==> src/rtl/t08_wb_pkg.sv <==
// Shared types for the t08 Wishbone master and the memory handler that feeds it.
// Holds the FSM state encoding, default timeout and the request bundle.
package t08_wb_pkg;

  typedef enum logic [1:0] {
    StIdle,
    StBus,
    StErr
  } wb_state_e;

  localparam int unsigned DEFAULT_TIMEOUT = 1024;
  localparam int unsigned REQ_ADDR_W      = 32;
  localparam int unsigned REQ_DATA_W      = 32;

  typedef struct packed {
    logic                    we;
    logic [REQ_ADDR_W-1:0]   addr;
    logic [REQ_DATA_W-1:0]   wdata;
    logic [REQ_DATA_W/8-1:0] sel;
  } wb_req_t;

  // A full-word access must be word aligned; partial selects may land anywhere.
  function automatic logic word_misaligned(input logic sel_full, input logic [1:0] addr_lo);
    return sel_full && (addr_lo != 2'b00);
  endfunction

endpackage

==> src/rtl/t08_wb_master.sv <==
// Single-outstanding Wishbone classic master: one request per handshake, registered
// bus drive until ack or timeout, registered response with a one-cycle done pulse.
module t08_wb_master
  import t08_wb_pkg::*;
#(
  parameter int unsigned ADDR_W         = 32,
  parameter int unsigned DATA_W         = 32,
  parameter int unsigned TIMEOUT_CYCLES = DEFAULT_TIMEOUT
) (
  input  logic                clk,
  input  logic                nRst,
  input  logic                req_valid,
  output logic                req_ready,
  input  logic                req_we,
  input  logic [ADDR_W-1:0]   req_addr,
  input  logic [DATA_W-1:0]   req_wdata,
  input  logic [DATA_W/8-1:0] req_sel,
  output logic                rsp_done,
  output logic                rsp_err,
  output logic [DATA_W-1:0]   rsp_rdata,
  output logic [ADDR_W-1:0]   wb_adr_o,
  output logic [DATA_W-1:0]   wb_dat_o,
  output logic [DATA_W/8-1:0] wb_sel_o,
  output logic                wb_we_o,
  output logic                wb_stb_o,
  output logic                wb_cyc_o,
  input  logic [DATA_W-1:0]   wb_dat_i,
  input  logic                wb_ack_i
);

  localparam int unsigned SEL_W = DATA_W / 8;
  localparam int unsigned CNT_W = (TIMEOUT_CYCLES > 1) ? $clog2(TIMEOUT_CYCLES) : 1;
  localparam logic [CNT_W-1:0] CNT_LAST = CNT_W'(TIMEOUT_CYCLES - 1);

  wb_state_e state_q, state_d;

  logic [CNT_W-1:0]  cnt_q;
  logic [ADDR_W-1:0] adr_q;
  logic [DATA_W-1:0] dat_q;
  logic [SEL_W-1:0]  sel_q;
  logic              we_q;
  logic              done_q;
  logic              err_q;
  logic [DATA_W-1:0] rdata_q;

  logic misaligned;
  logic terminal;

  assign misaligned = word_misaligned(&req_sel, req_addr[1:0]);
  assign terminal   = (cnt_q == CNT_LAST);

  // State register
  always_ff @(posedge clk or negedge nRst) begin
    if (!nRst) begin
      state_q <= StIdle;
    end else begin
      state_q <= state_d;
    end
  end

  // Next-state logic; ack takes priority over the terminal count.
  always_comb begin
    state_d = state_q;
    case (state_q)
      StIdle: begin
        if (req_valid) begin
          state_d = misaligned ? StErr : StBus;
        end
      end
      StBus: begin
        if (wb_ack_i || terminal) begin
          state_d = StIdle;
        end
      end
      StErr:   state_d = StIdle;
      default: state_d = StIdle;
    endcase
  end

  // Request capture, timeout counter and response registers.
  always_ff @(posedge clk or negedge nRst) begin
    if (!nRst) begin
      cnt_q   <= '0;
      adr_q   <= '0;
      dat_q   <= '0;
      sel_q   <= '0;
      we_q    <= 1'b0;
      done_q  <= 1'b0;
      err_q   <= 1'b0;
      rdata_q <= '0;
    end else begin
      done_q <= 1'b0;
      case (state_q)
        StIdle: begin
          if (req_valid) begin
            adr_q <= req_addr;
            dat_q <= req_wdata;
            sel_q <= req_sel;
            we_q  <= req_we;
            cnt_q <= '0;
          end
        end
        StBus: begin
          if (wb_ack_i) begin
            done_q <= 1'b1;
            err_q  <= 1'b0;
            if (!we_q) begin
              rdata_q <= wb_dat_i;
            end
          end else if (terminal) begin
            done_q  <= 1'b1;
            err_q   <= 1'b1;
            rdata_q <= '0;
          end else begin
            cnt_q <= cnt_q + 1'b1;
          end
        end
        StErr: begin
          done_q  <= 1'b1;
          err_q   <= 1'b1;
          rdata_q <= '0;
        end
        default: ;
      endcase
    end
  end

  // Outputs decoded from registered state, so cyc/stb drop with an asynchronous reset.
  always_comb begin
    req_ready = 1'b0;
    wb_cyc_o  = 1'b0;
    wb_stb_o  = 1'b0;
    case (state_q)
      StIdle:  req_ready = 1'b1;
      StBus: begin
        wb_cyc_o = 1'b1;
        wb_stb_o = 1'b1;
      end
      default: ;
    endcase
  end

  assign wb_adr_o  = adr_q;
  assign wb_dat_o  = dat_q;
  assign wb_sel_o  = sel_q;
  assign wb_we_o   = we_q;
  assign rsp_done  = done_q;
  assign rsp_err   = err_q;
  assign rsp_rdata = rdata_q;

endmodule

==> config.mk <==
export PLATFORM = sky130hd
export DESIGN_NAME = t08_wb_master
export DESIGN_NICKNAME = d
export VERILOG_FILES = /design/src/rtl/t08_wb_pkg.sv /design/src/rtl/t08_wb_master.sv
export SDC_FILE = /design/constraint.sdc
export NUM_CORES = 1
export LEC_CHECK = 0
export ABC_AREA = 1
export CAP_MARGIN = 20
export CORE_MARGIN = 4
export CORE_UTILIZATION = 44
export CTS_BUF_LIST = sky130_fd_sc_hd__clkbuf_4
export CTS_CLUSTER_SIZE = 28
export DETAILED_ROUTE_END_ITERATION = 12
export GPL_TIMING_DRIVEN = 0
export PLACE_DENSITY_LB_ADDON = 0.25
export SLEW_MARGIN = 0
export SYNTH_ARGS = -nofsm -noshare
export SYNTH_HDL_FRONTEND = slang
export SYNTH_SLANG_ARGS = --single-unit
==> constraint.sdc <==
create_clock -name clk -period 1.95 [get_ports clk]
set_input_delay 0.4875 -clock clk [delete_from_list [all_inputs] [get_ports clk]]
set_output_delay 0.4875 -clock clk [all_outputs]
set_load 0.05 [all_outputs]
==> results.json <==
{
  "synth_top_area_cell": "dfrtp_1",
  "yosys.area_share.adder_pct": 0.989,
  "synth_mux_area_share_pct": 0,
  "finClkSkew_ns": 0.0167,
  "nFillCells": 943,
  "grt_pass1_wl_mm": 23.7,
  "report.final.slew_viol_count": 0,
  "endpoint_kind": "output pin",
  "core-area_sq_um": 11000,
  "vias": 4828,
  "use_met1_pct": 25.5,
  "synthXorXnorAreaFrac_pct": 0.519,
  "finalHoldViolCount": 0,
  "synth-simple-area-share_pct": 35.0,
  "power_frac_comb_pct": 55.4,
  "cts-htree-levels": 4,
  "root_buffer": "clkbuf_4",
  "crit_chain": "inv_2, ha_4, buf_6, buf_8",
  "worst_hold_path_type": "in -> reg",
  "grt_pass1_vias": 4959,
  "rsz0062_at_grt": "true",
  "worstPathMaxFanout": 4,
  "use_met2_pct": 37.8,
  "syn-num-nets": 730,
  "diodes": 0,
  "multi_input_area_sq_um": 1950,
  "cts_tree": "yes",
  "instances_no_fill": 1005,
  "power.share.clock_pct": 14.7,
  "dp_cells": 971,
  "switchingPower_mw": 6.87,
  "status": "finished clean",
  "synth_compound_area_share_pct": 1.39,
  "critical_path_class": "reg -> out",
  "cp-start-kind": "register",
  "timing.hold.ws_ns": 0.366,
  "area_growth_pct": 46.3,
  "clock_latency_ns": 0.52,
  "fin_crit_sh_pct": 98.4,
  "synth_cell_types": 24,
  "drtAntennaViolNets": 0,
  "grt_usage_pct": 22.7,
  "switching_share_pct": 52.6,
  "nets": 962,
  "cpMaxStageDelayCell": "dfrtp_1",
  "drc": 0,
  "num_rows": 38,
  "synth_cells": 621,
  "drv_cap": 0,
  "path_buf_inv": 3,
  "peakVddDrop_uv": 1140,
  "p_per_area_nw_per_um2": 1760,
  "worst_pin_slew_ns": 0.680,
  "final_layout_size_suffix_gt1_share_pct": 20.2,
  "dieArea_sq_um": 13300,
  "crit_path_max_incr_delay_ns": 0.42,
  "synth_seq_area_share_pct": 56.9,
  "cts_sinks": 115,
  "die_x_microns": 115,
  "crit_arrival_ns": 1.43,
  "synth_area_sq_um": 5060,
  "gp_congestion": 0.841,
  "synth_top_area_share_pct": 56.9,
  "drt-initial-drc-count": 281,
  "grtUsageMet3_pct": 11.4,
  "synth_ff_type": "dfrtp_1",
  "firstDrtPassIters": 4,
  "initial_utilization_pct": 45.9,
  "port_buffers": 209,
  "grt_overflow_total": 0,
  "antenna_found_initial": 0,
  "fin_area_sq_um": 7400,
  "synth_enable_flop_cells": 0,
  "ios": 211,
  "p_leak_nw": 3.92,
  "hp-start": "wb_ack_i",
  "synth_commonest_cells": "nand2_1, dfrtp_1, nor2_1",
  "fmax_mhz": 521,
  "async_flop_share_pct": 100,
  "p_int_mw": 6.18,
  "slew_headroom_pct": 54.6,
  "regArea_sq_um": 2880,
  "synth_top_family_by_area": "simple AND/OR/NAND/NOR gates",
  "layout_min_cycle_time_ns": 1.92,
  "wl_per_cell_microns": 14.7,
  "required_ns": 1.46,
  "routed_wl_mm": 14.7,
  "grt-busiest-layer": "met2",
  "netlist_top_cells_area": "dfrtp_1, nand2_1, nand3_1",
  "yosysWarnings": 0,
  "synth.most_common_cell": "nand2_1",
  "avgSynthCellArea_sq_um": 8.15,
  "cpLargestDelayFamily": "flip-flops",
  "clk_pin_slew_worst_paths_ns": 0.11,
  "setup_viol": 0,
  "seqPwrFrac_pct": 29.9,
  "dpl_cell_area_sq_um": 7360,
  "die_h_microns": 115,
  "hpwl_mm": 10.9,
  "cts_buffers": 17,
  "critPathLaunch": "state_q[1]$_DFFE_PN0P_",
  "viasPerCell": 4.80,
  "r2r-start": "state_q[1]$_DFFE_PN0P_",
  "clockBufferDepth": 2,
  "grt_max_degree": 66,
  "ys_seq_elements": 115
}
## power by group through the flow
stage               registers [mW]  logic, mW  clock network (mW)
floorplan                     7.15       1.77                   0
global placement              3.87       7.77                   0
detailed placement            3.92       7.88                   0
CTS                           3.90       7.49                1.97
global route                  4.03       7.68                2.08
finish                        3.90       7.23                1.92
## what timing repair did
item	4_1_cts	5_1_grt
setup endpoints to repair	128	145
buffers inserted	0	2
hold endpoints to repair	49	0
hold buffers	1	0
gates resized for setup	228	107
## final cells by class
type                       instances  share of cell area (%)
sequential                       115                    38.9
multi-input combinational        453                    26.4
timing repair buffer             213                    24.5
buffer                            35                    2.70
tap                              140                    2.37
clock inverter                    12                    2.21
clock buffer                      19                    1.93
inverter                          18                   0.964
## kinds of logic after synthesis
kind of cell,Yosys count
xor gates and xnor gates,3
AOI/OAI and AO/OA,14
DFF,115
adders and majority gates,4
and+or+nand+nor,432
buffers and inverters,53
## metal layers
metal | share of wire, % | wire, microns
met2 | 48 | 7120
met5 | 0 | 0
met4 | 1.6 | 233
met3 | 11 | 1690
met1 | 39 | 5700
## sequential cells by signal (all words and copies together) (netlist names)
| register | flops |
|---|---|
| rsp_done | 1 |
| rsp_err | 1 |
| wb_adr_o | 32 |
| wb_we_o | 1 |
| rsp_rdata | 32 |
| state_q | 2 |
| wb_sel_o | 4 |
| wb_dat_o | 32 |
| cnt_q | 10 |
## path summary, 6_finish.rpt
check | to | slack [ns] | cells past startpoint
hold reg to reg | rsp_rdata[21]$_DFFE_PN0P_ | 0.48 | 2
min in group asynchronous | rsp_rdata[9]$_DFFE_PN0P_ | 0.54 | 2
hold / removal | rsp_rdata[0]$_DFFE_PN0P_ | 0.37 | 5
setup / recovery | wb_stb_o | 0.03 | 4
max in group asynchronous | wb_dat_o[26]$_DFFE_PN0P_ | 0.66 | 3
setup reg to reg | cnt_q[8]$_DFFE_PN0P_ | 0.15 | 9
## worst min-delay path, stage by stage
cell     delay (ns)
buf_2          0.15
nand2_1        0.07
nor2_1         0.04
nand3_1        0.07
nand2_1        0.05
## layout by cell type, fill, tap and decap left out, types with 3 or more instances in the layout
cell type        Yosys  final
nand2_1            338    336
dfrtp_1            115    115
clkdlybuf4s50_1      0    102
clkbuf_2             0     73
nor2_1              37     37
nand3_1             35     35
clkdlybuf4s15_2      0     22
clkbuf_4             0     20
clkbuf_1            18     18
inv_1               17     14
nand3_2             12     12
buf_2               10      9
o21ai_0              9      9
clkdlybuf4s15_1      0      8
buf_4                3      5
buf_6                3      5
clkinv_2             0      5
bufinv_16            0      4
inv_2                0      3
clkinvlp_4           0      3
o21ai_1              3      3
or2_2                3      3
## metrics by stage
stage                     setup WS [ns]  power (mW)  utilization [%]  setup TNS [ns]
final                            0.0318        13.0             67.1               0
after global routing            -0.0755        13.8             67.1          -0.131
after CTS                       -0.0421        13.4             69.7         -0.0658
after detailed placement         -0.415        11.8             66.7          -21.65
after global placement            -3.95        11.6             66.5         -477.74
after floorplan                   0.147        8.93                -               0
Power figures use the tool's default switching activity.
